### src/rtl/decode_queue.sv
// Instruction buffer between fetch and decode: a circular FIFO of (pc, instr)
// pairs with combinational pre-decode of the head entry.
module decode_queue #(
  parameter int DEPTH = 4,
  parameter bit RV64  = 1'b1,
  parameter bit HAS_M = 1'b1
) (
  input  logic                     clk,
  input  logic                     reset,
  input  logic                     in_valid,
  output logic                     in_ready,
  input  logic [63:0]              in_pc,
  input  logic [31:0]              in_instr,
  input  logic                     flush,
  output logic                     out_valid,
  input  logic                     out_ready,
  output logic [63:0]              out_pc,
  output logic [31:0]              out_instr,
  output logic [3:0]               out_class,
  output logic [4:0]               out_rs1,
  output logic [4:0]               out_rs2,
  output logic [4:0]               out_rd,
  output logic [63:0]              out_imm,
  output logic                     out_wb,
  output logic                     out_illegal,
  output logic [$clog2(DEPTH):0]   count,
  output logic [31:0]              stall_cycles
);

  localparam int AW = $clog2(DEPTH);
  localparam int CW = AW + 1;

  localparam logic [6:0] OPC_OP       = 7'b0110011;
  localparam logic [6:0] OPC_OP32     = 7'b0111011;
  localparam logic [6:0] OPC_OPIMM    = 7'b0010011;
  localparam logic [6:0] OPC_OPIMM32  = 7'b0011011;
  localparam logic [6:0] OPC_LOAD     = 7'b0000011;
  localparam logic [6:0] OPC_STORE    = 7'b0100011;
  localparam logic [6:0] OPC_BRANCH   = 7'b1100011;
  localparam logic [6:0] OPC_JAL      = 7'b1101111;
  localparam logic [6:0] OPC_JALR     = 7'b1100111;
  localparam logic [6:0] OPC_LUI      = 7'b0110111;
  localparam logic [6:0] OPC_AUIPC    = 7'b0010111;
  localparam logic [6:0] OPC_SYSTEM   = 7'b1110011;

  localparam logic [3:0] CLS_OP     = 4'd0;
  localparam logic [3:0] CLS_OPIMM  = 4'd1;
  localparam logic [3:0] CLS_LOAD   = 4'd2;
  localparam logic [3:0] CLS_STORE  = 4'd3;
  localparam logic [3:0] CLS_BRANCH = 4'd4;
  localparam logic [3:0] CLS_JAL    = 4'd5;
  localparam logic [3:0] CLS_JALR   = 4'd6;
  localparam logic [3:0] CLS_LUI    = 4'd7;
  localparam logic [3:0] CLS_AUIPC  = 4'd8;
  localparam logic [3:0] CLS_SYSTEM = 4'd9;
  localparam logic [3:0] CLS_MUL    = 4'd10;
  localparam logic [3:0] CLS_ILL    = 4'd15;

  logic [AW-1:0] wr_ptr_q, wr_ptr_d;
  logic [AW-1:0] rd_ptr_q, rd_ptr_d;
  logic [CW-1:0] count_q, count_d;
  logic [31:0]   stall_q, stall_d;
  logic [63:0]   pc_mem_q    [DEPTH];
  logic [63:0]   pc_mem_d    [DEPTH];
  logic [31:0]   instr_mem_q [DEPTH];
  logic [31:0]   instr_mem_d [DEPTH];

  logic push, pop;

  assign in_ready  = (count_q != CW'(DEPTH));
  assign out_valid = (count_q != '0);
  assign push      = in_valid && in_ready && !flush;
  assign pop       = out_valid && out_ready && !flush;

  always_comb begin
    wr_ptr_d    = wr_ptr_q;
    rd_ptr_d    = rd_ptr_q;
    count_d     = count_q;
    stall_d     = stall_q;
    pc_mem_d    = pc_mem_q;
    instr_mem_d = instr_mem_q;
    if (push) begin
      pc_mem_d[wr_ptr_q]    = in_pc;
      instr_mem_d[wr_ptr_q] = in_instr;
    end
    if (flush) begin
      wr_ptr_d = '0;
      rd_ptr_d = '0;
      count_d  = '0;
    end else begin
      if (push) wr_ptr_d = wr_ptr_q + AW'(1);
      if (pop)  rd_ptr_d = rd_ptr_q + AW'(1);
      if (push && !pop)      count_d = count_q + CW'(1);
      else if (pop && !push) count_d = count_q - CW'(1);
    end
    // Held-head cycles are counted regardless of flush; saturates at all-ones.
    if (out_valid && !out_ready && (stall_q != 32'hFFFF_FFFF))
      stall_d = stall_q + 32'd1;
  end

  always_ff @(posedge clk or posedge reset) begin
    if (reset) begin
      wr_ptr_q <= '0;
      rd_ptr_q <= '0;
      count_q  <= '0;
      stall_q  <= '0;
    end else begin
      wr_ptr_q <= wr_ptr_d;
      rd_ptr_q <= rd_ptr_d;
      count_q  <= count_d;
      stall_q  <= stall_d;
    end
  end

  always_ff @(posedge clk) begin
    pc_mem_q    <= pc_mem_d;
    instr_mem_q <= instr_mem_d;
  end

  logic [31:0] head;
  logic [6:0]  opcode;
  logic [2:0]  funct3;
  logic [6:0]  funct7;
  logic [3:0]  op_class;
  logic [3:0]  cls;
  logic [63:0] imm;

  assign head   = instr_mem_q[rd_ptr_q];
  assign opcode = head[6:0];
  assign funct3 = head[14:12];
  assign funct7 = head[31:25];

  // Register-register ops: base, alternate (sub/sra only) or M-extension.
  always_comb begin
    op_class = CLS_ILL;
    if (funct7 == 7'b0000000)
      op_class = CLS_OP;
    else if (funct7 == 7'b0100000 && (funct3 == 3'b000 || funct3 == 3'b101))
      op_class = CLS_OP;
    else if (funct7 == 7'b0000001 && HAS_M)
      op_class = CLS_MUL;
  end

  always_comb begin
    cls = CLS_ILL;
    case (opcode)
      OPC_OP:      cls = op_class;
      OPC_OP32:    if (RV64) cls = op_class;
      OPC_OPIMM:   cls = CLS_OPIMM;
      OPC_OPIMM32: if (RV64) cls = CLS_OPIMM;
      OPC_LOAD:    cls = CLS_LOAD;
      OPC_STORE:   cls = CLS_STORE;
      OPC_BRANCH:  cls = CLS_BRANCH;
      OPC_JAL:     cls = CLS_JAL;
      OPC_JALR:    cls = CLS_JALR;
      OPC_LUI:     cls = CLS_LUI;
      OPC_AUIPC:   cls = CLS_AUIPC;
      OPC_SYSTEM:  cls = CLS_SYSTEM;
      default:     cls = CLS_ILL;
    endcase
    if (head[1:0] != 2'b11) cls = CLS_ILL;
  end

  always_comb begin
    imm = '0;
    case (cls)
      CLS_OPIMM, CLS_LOAD, CLS_JALR:
        imm = {{52{head[31]}}, head[31:20]};
      CLS_SYSTEM:
        imm = funct3[2] ? {59'b0, head[19:15]} : {{52{head[31]}}, head[31:20]};
      CLS_STORE:
        imm = {{52{head[31]}}, head[31:25], head[11:7]};
      CLS_BRANCH:
        imm = {{51{head[31]}}, head[31], head[7], head[30:25], head[11:8], 1'b0};
      CLS_LUI, CLS_AUIPC:
        imm = {{32{head[31]}}, head[31:12], 12'b0};
      CLS_JAL:
        imm = {{43{head[31]}}, head[31], head[19:12], head[20], head[30:21], 1'b0};
      default:
        imm = '0;
    endcase
  end

  assign out_pc       = pc_mem_q[rd_ptr_q];
  assign out_instr    = head;
  assign out_class    = cls;
  assign out_rs1      = head[19:15];
  assign out_rs2      = head[24:20];
  assign out_rd       = head[11:7];
  assign out_imm      = imm;
  assign out_wb       = !(cls == CLS_STORE || cls == CLS_BRANCH || cls == CLS_ILL);
  assign out_illegal  = (cls == CLS_ILL) && out_valid;
  assign count        = count_q;
  assign stall_cycles = stall_q;

endmodule

### config.mk
export PLATFORM = sky130hd
export DESIGN_NAME = decode_queue
export DESIGN_NICKNAME = d
export VERILOG_FILES = /design/src/rtl/decode_queue.sv
export SDC_FILE = /design/constraint.sdc
export NUM_CORES = 1
export LEC_CHECK = 0
export CORE_MARGIN = 5
export CORE_UTILIZATION = 45
export CTS_BUF_LIST = sky130_fd_sc_hd__clkbuf_4 sky130_fd_sc_hd__clkbuf_8
export CTS_CLUSTER_DIAMETER = 50
export DETAILED_ROUTE_END_ITERATION = 10
export PLACE_DENSITY_LB_ADDON = 0.2
export SLEW_MARGIN = 40
export SYNTH_ARGS = -nofsm -noshare
export SYNTH_HDL_FRONTEND = slang
export SYNTH_SLANG_ARGS = --single-unit
### constraint.sdc
create_clock -name clk -period 4.55 [get_ports clk]
set_input_delay 1.1375 -clock clk [delete_from_list [all_inputs] [get_ports clk]]
set_output_delay 1.1375 -clock clk [all_outputs]
set_load 0.005 [all_outputs]
Word-level counts from Yosys, hierarchy flattened:

Index checks and enable logic that the tools add are counted.

* output and inout bits: 218
* input bits: 101
* register bits after elaboration: 423

* add/sub/neg operators: 5
* bitwise operators: 2
* multiplexer cells: 26
* equality and inequality tests: 28
* $lt $le $gt $ge: 3
* reduce and logical (&&, ||, !) cells: 29

Operators by type and width (number)
* $pmux 64 s6: 1
* $bwmux 256: 1
* $mux 64: 4
* $bmux 64 s2: 1
* $bwmux 128: 1
* $demux 64 s2: 1
* $mux 32: 3
* $bmux 32 s2: 1
* $demux 32 s2: 1
* $pmux 4 s10: 1
* $eq 7x6->1 const B: 5
* $add 32x1->32 const B: 1
* $ne 32x32->1 const B: 1
* $eq 7x7->1 const B: 4
* $eq 7x5->1 const B: 3
* $eq 4x3->1 const B: 4
* $eq 4x4->1 const B: 3
* $mux 3: 4
* $mux 4: 3
* $logic_and 1x1->1: 11
* $eq 4x2->1 const B: 2
* $mux 2: 4
* $eq 7x1->1 const B: 1
* $eq 7x2->1 const B: 1
* 18 further kinds: 31

Logic depth before layout (Yosys ltp):

Gate-level depths: netlist of run 1.

* word-level depth: 15
* depth in mapped cells: 11

Least setup slack after synthesis of run 1:

OpenSTA, ideal clock, no wires.

* kind: register -> output
* from: reg rd_ptr_q[0]
* to: out out_imm[32]
* buffers on the path: 4
* slack: -451 ps
* stages on the path, launching flop included: 11
* arrival: 3864 ps
* data required time: 3413 ps
* cell sequence: dfrtp_1 > buf_6 > buf_8 > mux4_2 > or4_1 > nor3_2 > a21bo_4 > nand3_2 > buf_6 > a31oi_1 > buf_4

RTL lines
* start: declaration: RTL line 60 `logic [AW-1:0] rd_ptr_q, rd_ptr_d;`
* start signal: assignment: RTL line 109 `rd_ptr_q <= rd_ptr_d;`
* $not 2->3 (not written as such) (*): RTL line 128 `assign head = instr_mem_q[rd_ptr_q];`
* $bmux 32 s2 (*): RTL line 128
* $mux 32 (not written as such) (*) (2 in series): RTL line 128
* named net out_instr[29]: RTL line 18 `output logic [31:0] out_instr,`
* $eq 7x1->1 / $eq 7x6->1 (equally long branches): RTL line 140, 138
* $mux 3 / $logic_and 1x1->1 (equally long branches): RTL line 140, 138
* $mux 4: RTL line 138 `else if (funct7 == 7'b0100000 && (funct3 == 3'b000 || funct3 == 3'b101))`
* $mux 4 (*): RTL line 136 `if (funct7 == 7'b0000000)`
* $pmux 4 s10 (*): RTL line 146 `case (opcode)`
* $mux 4 (*): RTL line 161 `if (head[1:0] != 2'b11) cls = CLS_ILL;`
* $eq 4x1->1, or another cell as far along: RTL line 166 `case (cls)`
* $reduce_or 3->1 / $reduce_or 2->1 (equally long branches): RTL line 166
* $pmux 64 s6 (*): RTL line 166
* end: declaration: RTL line 23 `output logic [63:0] out_imm,`

Mark *: on every way through the listed nets, which the timed path passes. The rest lies on a longest branch. The select of a mux whose other input is x is not followed.

Worst setup path in the final report of run 1:

* from: reg rd_ptr_q[0]
* to: out out_imm[36]

* word-level cells in the longest chain between the ends: 14

RTL lines (RTL line)
* $not 2->3 (not written as such) (*): 128
* $bmux 32 s2 (*): 128
* $mux 32 (not written as such) (*) (2 in series): 128
* branches (longest 9 deep; another with $pmux 4 s10)
* $pmux 64 s6 (*): 166

Mark *: on every way between the ends. The select of a mux whose other input is x is not followed.

==> impl_metrics.ini, run 1 <==
[detailed_routing]
dr.pass1.iters = 5
vias = 9530
route.detailed.drc = 0
via_per_inst = 5.22
routedWlPerCell_um = 21.5
drt_iter0_drc = 442
ant_nets = 0
routed_wl_um = 39300

[worst_setup_path]
crit_required_ns = 3.41
crit_path_start = rd_ptr_q[0]
arrival_ns = 3.46
endpoint = out_imm[36]
r2r-start = stall_cycles[9]
rr_worst_depth = 5
crit_path_max_fanout = 7
path_class = reg2out
cp-start-kind = register
rrSetupSlack_ns = 1.94
cp-end-kind = output pin
reg2reg_to = stall_cycles[1]

[yosys]
netlist_area_mm2 = 0.0169
syn_inst = 882
synth_edf_count = 384
async_flop_share = 0.0922
ys_top_cells_by_area = edfxtp_1, mux4_2, dfrtp_1
synth_cell_type_count = 58
ys_seq_elements = 423
synth_largest_area_cell = edfxtp_1
yosys_warnings = 0
syn_nets = 989
ys_seq_area_frac = 0.738
yosys.area.top_type_share = 0.680
syn_avg_cell_area_um2 = 19.2
synth_ff_type = edfxtp_1

[power]
p_sw_frac = 0.272
switching_power_w = 0.00317
p_leak_nw = 7.84
cellPowerDensity_mw_per_mm2 = 512
ir_drop_mv = 0.361
p_int_w = 0.00846
seqPwrFrac = 0.399
comb_power_share = 0.326
pwr-share-clk = 0.275

[finish]
drive_gt1_frac = 0.293
fillers = 2704
diodes = 0
area_growth_pct = 33.9
stdcell_count = 1827
nNetsFinal = 1381

[grt]
grt_antenna_before_repair = 2
grt_use_total = 0.184
grt_max_degree = 52
grt_overflow_total = 0
grt_pass1_vias = 10000
grt_pass1_wl_um = 58700

[sta]
tightest_slew_ns = 0.762
setup_viol = 11
hold_viol = 0
grt_setup_unrepaired = yes
slew_headroom = 0.491
fin_skew_ns = 0.0205
fin_ws_ns = -0.0492
timing.fmax_mhz = 217
fin_crit_sh = 1.01
finalCriticalPeriod_ns = 4.60
final-max-slew-violation-count = 0

[floorplan]
fp.dieArea_mm2 = 0.0416
start_util = 0.453
dieWidth_um = 204
num_rows = 71
ioPinCount = 319
die_h_um = 204
coreArea_mm2 = 0.0374

[cts]
cts_tree = done
clkTransAtPathRegs_ns = 0.05
root_buffer = clkbuf_8
clockBufferDepth = 3
cts_buffers = 72
cts_num_sinks = 423
hold_buffers = 0
clk_latency_ns = 0.60
h-tree-depth = 3

[outcome]
run_status = finished, violations left
violations = setup timing

[place]
pre_cts_ws_ns = 0.196
port-buffer-count = 318
place.gp.congestion = 0.848
dp.cells = 1659
dp_hpwl_um = 24600

[worst_hold_path]
worstHoldPathType = reg2reg
worstHoldStart = stall_cycles[12]

[flow_run]
cap_violations = 0
-- registers in the layout, summed over array words and instances (netlist names) --
signal	cells
count	3
rd_ptr_q	2
stall_cycles	32
instr_mem_q	128
wr_ptr_q	2
pc_mem_q	256
-- how the worst min path moves through the flow --
stage	end	depth (start not counted)
2_1_floorplan	stall_cycles[6]	1
3_3_place_gp	stall_cycles[6]	1
3_5_place_dp	stall_cycles[12]	1
4_1_cts	stall_cycles[12]	1
5_1_grt	stall_cycles[12]	1
6_report	stall_cycles[12]	1
-- per-stage QoR --
step | util | instance area (µm²) | total power, W | hold slack (ns) | setup TNS, ns
global placement | 0.549 | 20500 | 0.00810 | 0.476 | 0
global route | 0.607 | 22700 | 0.0122 | 0.521 | -3.73
detailed placement | 0.550 | 20600 | 0.00814 | 0.494 | 0
finish | 0.607 | 22700 | 0.0116 | 0.493 | -0.439
floorplan | - | 17000 | 0.00647 | 0.477 | 0
CTS | 0.601 | 22500 | 0.0116 | 0.503 | -1.95
-- timing repair --
| action | 4_1_cts | 5_1_grt |
|---|---|---|
| pin swaps | 11 | 9 |
| setup endpoints to repair | 70 | 85 |
| buffers inserted | 39 | 10 |
| endpoints found under the hold margin | 0 | 0 |
| gates resized for setup | 208 | 94 |
| cloned | 4 | 1 |
-- area by class of cell --
| cell class | count | area (µm²) | share of cell area |
|---|---|---|---|
| clock inverter | 15 | 120 | 0.00530 |
| tap | 511 | 639 | 0.0282 |
| clock buffer | 101 | 1230 | 0.0544 |
| inverter | 18 | 67.6 | 0.00298 |
| multi-input combinational | 359 | 4080 | 0.180 |
| timing repair buffer | 400 | 4030 | 0.178 |
| sequential | 423 | 12500 | 0.552 |
-- worst max-delay path: stages (launching register included) --
cell	delay (ns)
dfrtp_4	0.45
buf_12	0.14
mux4_2	0.58
or3b_4	0.44
a211oi_4	0.35
a31oi_4	0.08
nand3_4	0.12
buf_6	0.10
a31oi_4	0.09
buf_6	0.16
buf_16	0.14
buf_12	0.12
buf_6	0.10
-- placed cells by master, fill, tap and decap left out, types with 12 or more instances in the layout --
cell,count
clkbuf_2,16
buf_6,42
nor2_1,23
clkdlybuf4s50_1,251
dfrtp_1,37
xnor2_1,25
nand2_1,40
dlygate4sd2_1,13
clkbuf_4,25
nand3_1,33
buf_4,52
inv_1,16
mux4_2,96
edfxtp_1,384
buf_12,12
clkbuf_8,76
-- Yosys cell counts, drive strengths merged (7+ instances only) --
cell	instances
edfxtp	384
nor2b	7
nand3	37
mux4	96
o21ai	7
xnor2	25
nor2	24
dfrtp	39
buf	73
clkbuf	9
inv	18
xor2	12
nand2	42
nor3	14
a31oi	9
nand4	11
-- power groups by stage --
stage          Clock, W  Sequential (W)  Combinational, W
6_report        0.00320         0.00463           0.00379
5_1_grt         0.00349         0.00465           0.00405
4_1_cts         0.00330         0.00463           0.00370
3_5_place_dp          0         0.00474           0.00340
3_3_place_gp          0         0.00473           0.00337
2_1_floorplan         0         0.00468           0.00179
-- layer usage --
| layer | global-route usage | wire length (µm) |
|---|---|---|
| met5 | 0 | 32 |
| met4 | 0.0699 | 1070 |
| met2 | 0.297 | 19200 |
| met3 | 0.0676 | 3370 |
| met1 | 0.229 | 15600 |
-- kinds of logic after synthesis --
family                   count (synthesis)  share of synthesized area
XOR/XNOR                                37                     0.0191
AO/OA/AOI/OAI                           48                     0.0207
adder cells (fa/ha/maj)                  6                    0.00487
AND/OR/NAND/NOR                        170                     0.0527
flip-flops                             423                      0.738
multiplexers                            98                      0.129
buffers and inverters                  100                     0.0357
Note: power is estimated with default switching activity, not from simulation.
==> inputs of run 2 (changes only) <==
--- a/config.mk
+++ b/config.mk
@@ -6,7 +6,7 @@
 export NUM_CORES = 1
 export LEC_CHECK = 0
 export CORE_MARGIN = 5
-export CORE_UTILIZATION = 45
+export CORE_UTILIZATION = 40
 export CTS_BUF_LIST = sky130_fd_sc_hd__clkbuf_4 sky130_fd_sc_hd__clkbuf_8
 export CTS_CLUSTER_DIAMETER = 50
 export DETAILED_ROUTE_END_ITERATION = 10
==> impl_metrics.ini, run 2 (synthesis gave the netlist of run 1 again) <==
[finish]
stdcell_count = 1872
layout_commonest_cell = edfxtp_1
largest_reg_flops = 256
area_growth_pct = 34.3
max_flop_register = pc_mem_q
multi_input_area_mm2 = 0.00416
nNetsFinal = 1387
drive_gt1_frac = 0.285
fillers = 3364
seq_area_mm2 = 0.0125
mostFrequentLayoutCells = edfxtp_1, clkdlybuf4s50_1, mux4_2

[place]
port-buffer-count = 318
dp_hpwl_um = 25200
place.gp.congestion = 0.850
pre_cts_ws_ns = 0.190
dp.cells = 1686

[sta]
grt_setup_unrepaired = yes
finalCriticalPeriod_ns = 4.63
fin_skew_ns = 0.0188
hold_viol = 0
tightest_slew_ns = 0.735
setup_viol = 3
fin_crit_sh = 1.02
fin_setup_tns_ns = -0.175
slew_headroom = 0.505
timing.fmax_mhz = 216
final-max-slew-violation-count = 0
fin_ws_ns = -0.0754

[worst_setup_path]
arrival_ns = 3.49
crit_path_start = rd_ptr_q[0]
endpoint = out_imm[13]
rr_worst_depth = 5
rrSetupSlack_ns = 1.91
reg2reg_to = stall_cycles[1]
crit_required_ns = 3.41
crit_path_max_fanout = 6
path_class = reg2out
r2r-start = stall_cycles[9]
cp-end-kind = output pin
cp-start-kind = register

[floorplan]
coreArea_mm2 = 0.0419
dieWidth_um = 216
num_rows = 75
ioPinCount = 319
start_util = 0.404
fp.dieArea_mm2 = 0.0466
die_h_um = 216

[cts]
clk_latency_ns = 0.61
cts_buffers = 73
clkTransAtPathRegs_ns = 0.06
root_buffer = clkbuf_8
h-tree-depth = 3
clockBufferDepth = 3
cts_num_sinks = 423
cts_tree = done

[detailed_routing]
dr.pass1.iters = 8
route.detailed.drc = 0
via_per_inst = 5.19
ant_nets = 0
routedWlPerCell_um = 21.8
vias = 9725
drt_iter0_drc = 684
routed_wl_um = 40800

[power]
p_leak_nw = 7.86
cellPowerDensity_mw_per_mm2 = 513
ir_drop_mv = 0.313

[outcome]
run_status = finished, violations left
violations = setup timing

[grt]
grt_pass1_wl_um = 61500
grt_max_degree = 55
grt_overflow_total = 0
grt_antenna_before_repair = 3
grt_use_total = 0.171
grt_pass1_vias = 10200

[flow_run]
cap_violations = 0

[worst_hold_path]
worstHoldPathType = reg2reg
==> run 2: changes by cell type in the layout (fill, tap and decap cells not counted), sizes merged <==
cell / delta
inv: -2
nand2b: +1
mux4: +1
bufinv: -1
buf: -33
dlygate4sd2: -10
clkinv: +13
clkinvlp: +1
nand3: +3
clkdlybuf4s15: +35
clkdlybuf4s50: +3
diode: +1
clkbuf: -2
dlymetal6s2s: +7
==> run 2: report_power, final <==
part	total [W]	internal, W	switching, W	leakage, nW
logic	0.00383	0.00214	0.00169	3.12
clock network	0.00323	0.00177	0.00146	0.730
registers	0.00463	0.00452	0.000112	4.00
total	0.0117	0.00842	0.00327	7.86
==> run 2: worst max-delay path: stages (launching register included) <==
cell	delay, ns
dfrtp_4	0.51
buf_12	0.15
mux4_2	0.43
buf_6	0.15
and3b_2	0.26
o211ai_1	0.11
buf_4	0.16
a311oi_4	0.23
buf_6	0.17
nand3_4	0.09
nand3_1	0.10
clkdlybuf4s50_1	0.51
==> run 2: how the worst min path moves through the flow <==
| stage | to | cells past startpoint | startpoint | slack [ns] |
|---|---|---|---|---|
| floorplan | stall_cycles[6] | 1 | stall_cycles[6] | 0.48 |
| global placement | stall_cycles[20] | 1 | stall_cycles[20] | 0.48 |
| detailed placement | stall_cycles[6] | 1 | stall_cycles[6] | 0.48 |
| CTS | stall_cycles[6] | 1 | stall_cycles[6] | 0.49 |
| global route | stall_cycles[20] | 1 | stall_cycles[20] | 0.52 |
| finish | stall_cycles[20] | 1 | stall_cycles[20] | 0.50 |
==> run 2: layout make-up <==
type / count / area share
Antenna cell: 1 / 0.000110
Clock buffer: 101 / 0.0545
Clock inverter: 26 / 0.00605
Inverter: 18 / 0.00297
Multi-Input combinational cell: 364 / 0.183
Sequential cell: 423 / 0.550
Tap cell: 539 / 0.0296
Timing Repair Buffer: 400 / 0.174
==> run 2: routing by layer <==
metal	global-route usage	routed length (µm)	up-vias
met1	0.215	16400	4957
met5	0	43	-
met3	0.0740	3840	84
met4	0.0510	982	6
met2	0.273	19500	374
li1	-	-	4304
==> run 2: what timing repair did <==
item,in CTS,in global routing
cloned,4,2
buffers inserted,39,13
gates resized for setup,133,84
endpoints found under the hold margin,0,0
setup endpoints to repair,81,70
hold buffers,0,0
pin swaps,11,10
==> run 2: per-stage QoR <==
step	instance area [µm²]	hold slack (ns)	total power [W]	util
after global routing	22800	0.518	0.0123	0.543
after detailed placement	20600	0.482	0.00815	0.491
final	22800	0.496	0.0117	0.543
after floorplan	17000	0.477	0.00647	-
after CTS	22600	0.494	0.0117	0.538
after global placement	20600	0.478	0.00813	0.491
==> inputs of run 3 (changes only) <==
--- a/config.mk
+++ b/config.mk
@@ -5,6 +5,8 @@
 export SDC_FILE = /design/constraint.sdc
 export NUM_CORES = 1
 export LEC_CHECK = 0
+export CELL_PAD_IN_SITES_DETAIL_PLACEMENT = 0
+export CELL_PAD_IN_SITES_GLOBAL_PLACEMENT = 1
 export CORE_MARGIN = 5
 export CORE_UTILIZATION = 40
 export CTS_BUF_LIST = sky130_fd_sc_hd__clkbuf_4 sky130_fd_sc_hd__clkbuf_8
==> impl_metrics.ini, run 3 (synthesis gave the netlist of run 1 again) <==
[outcome]
run_status = finished clean

[power]
p_leak_nw = 7.75
p_sw_frac = 0.277
comb_power_share = 0.320
switching_power_w = 0.00318
p_int_w = 0.00832
ir_drop_mv = 0.267
seqPwrFrac = 0.402
finalPower_w = 0.0115
pwr-share-clk = 0.278
cellPowerDensity_mw_per_mm2 = 513

[grt]
grt_antenna_before_repair = 5
grt_pass1_wl_um = 60400
grt_pass1_vias = 9982
grt_max_degree = 61
grt_use_total = 0.167
grt_overflow_total = 0

[cts]
h-tree-depth = 3
clockBufferDepth = 3
cts_tree = done
clkTransAtPathRegs_ns = 0.06
cts_buffers = 72
hold_buffers = 0
root_buffer = clkbuf_8
cts_num_sinks = 423
clk_latency_ns = 0.60

[finish]
stdcell_count = 1866
max_flop_register = pc_mem_q
drive_gt1_frac = 0.294
area_growth_pct = 32.1
nNetsFinal = 1379
mostFrequentLayoutCells = edfxtp_1, clkdlybuf4s50_1, mux4_2
largest_reg_flops = 256
layout_commonest_cell = edfxtp_1

[floorplan]
start_util = 0.404
coreArea_mm2 = 0.0419
ioPinCount = 319
die_h_um = 216
fp.dieArea_mm2 = 0.0466
dieWidth_um = 216
num_rows = 75

[sta]
setup_viol = 0
fin_ws_ns = 0.0219
holdWs_ns = 0.493
finalCriticalPeriod_ns = 4.53
final-max-slew-violation-count = 0
fin_skew_ns = 0.0275
grt_setup_unrepaired = yes
fin_crit_sh = 0.995
hold_viol = 0
slew_headroom = 0.484
tightest_slew_ns = 0.768
timing.fmax_mhz = 221

[worst_setup_path]
crit_required_ns = 3.41
cp_common_cell = buf_4
crit_path_max_fanout = 7
cp-end-kind = output pin
arrival_ns = 3.39
crit_family = buffers and inverters
slowest_delay_ns = 0.52
path_class = reg2out
crit_buf_inv = 5
cp-start-kind = register
crit_slowest_cell = clkdlybuf4s50_1
crit_chain = buf_12 > mux4_2 > buf_4 > buf_4 > nand2b_4 > nor3_2 > a21bo_4 > buf_4 > and2_4 > nand2b_1 > clkdlybuf4s50_1
rrSetupSlack_ns = 1.92

[detailed_routing]
drt_iter0_drc = 501
routedWlPerCell_um = 21.3
routed_wl_um = 39800
via_per_inst = 5.07
vias = 9462
dr.pass1.iters = 5
route.detailed.drc = 0
route.met3.wl_um = 3780
met1_length_um = 15900
ant_nets = 0
dr_wl_met2_um = 19600
top_layer_used = met5

[place]
dp.cells = 1688
port-buffer-count = 318
place.gp.congestion = 0.808
dp_hpwl_um = 25600
pre_cts_ws_ns = 0.104

[flow_run]
cap_violations = 0

[worst_hold_path]
worstHoldPathType = reg2reg
## run 3: changes by cell type in the layout (fill, tap and decap cells not counted), sizes merged, moves of 5 or more
cell           before  now
buf                84   78
dlygate4sd2         3    8
clkdlybuf4s50     254  249
dlymetal6s2s        8    3
clkbuf            116  157
clkdlybuf4s15      36    3
## run 3: power groups by stage
stage	logic, W	registers, W	clock network (W)
CTS	0.00367	0.00463	0.00331
finish	0.00368	0.00463	0.00319
floorplan	0.00179	0.00468	0
detailed placement	0.00340	0.00474	0
global placement	0.00341	0.00473	0
global route	0.00396	0.00465	0.00352
## run 3: final timing paths
| path | from | cells after the start | to |
|---|---|---|---|
| min in group asynchronous | reset | 2 | wr_ptr_q[1] |
| hold reg to reg | stall_cycles[6] | 1 | stall_cycles[6] |
| setup reg to reg | stall_cycles[9] | 5 | stall_cycles[1] |
| setup / recovery | rd_ptr_q[0] | 11 | out_class[3] |
| hold / removal | stall_cycles[6] | 1 | stall_cycles[6] |
| max in group asynchronous | reset | 3 | stall_cycles[15] |
## run 3: layout make-up
class	count	area (µm²)
Clock buffer	101	1220
Antenna cell	2	5.00
Inverter	18	67.6
Clock inverter	26	140
Fill cell	3432	19600
Timing Repair Buffer	398	3720
Multi-Input combinational cell	359	4050
Sequential cell	423	12500
Tap cell	539	674
## run 3: repair_timing
action | in CTS | in global routing
resized for setup | 121 | 112
cloned | 2 | 1
endpoints found under the hold margin | 0 | 0
pin swaps | 11 | 5
endpoints found under the setup margin | 109 | 68
setup buffers | 34 | 12
## run 3: per-layer routing
metal,vias up,track usage
li1,4270,-
met1,4838,0.208
met2,301,0.271
met3,47,0.0726
met4,6,0.0427
met5,-,0
## run 3: per-stage QoR
stage | TNS [ns] | instance area [µm²] | utilization
4_1_cts | -0.151 | 22400 | 0.534
3_5_place_dp | 0 | 20600 | 0.491
6_report | 0 | 22400 | 0.534
2_1_floorplan | 0 | 17000 | -
3_3_place_gp | 0 | 20600 | 0.491
5_1_grt | -0.603 | 22400 | 0.534
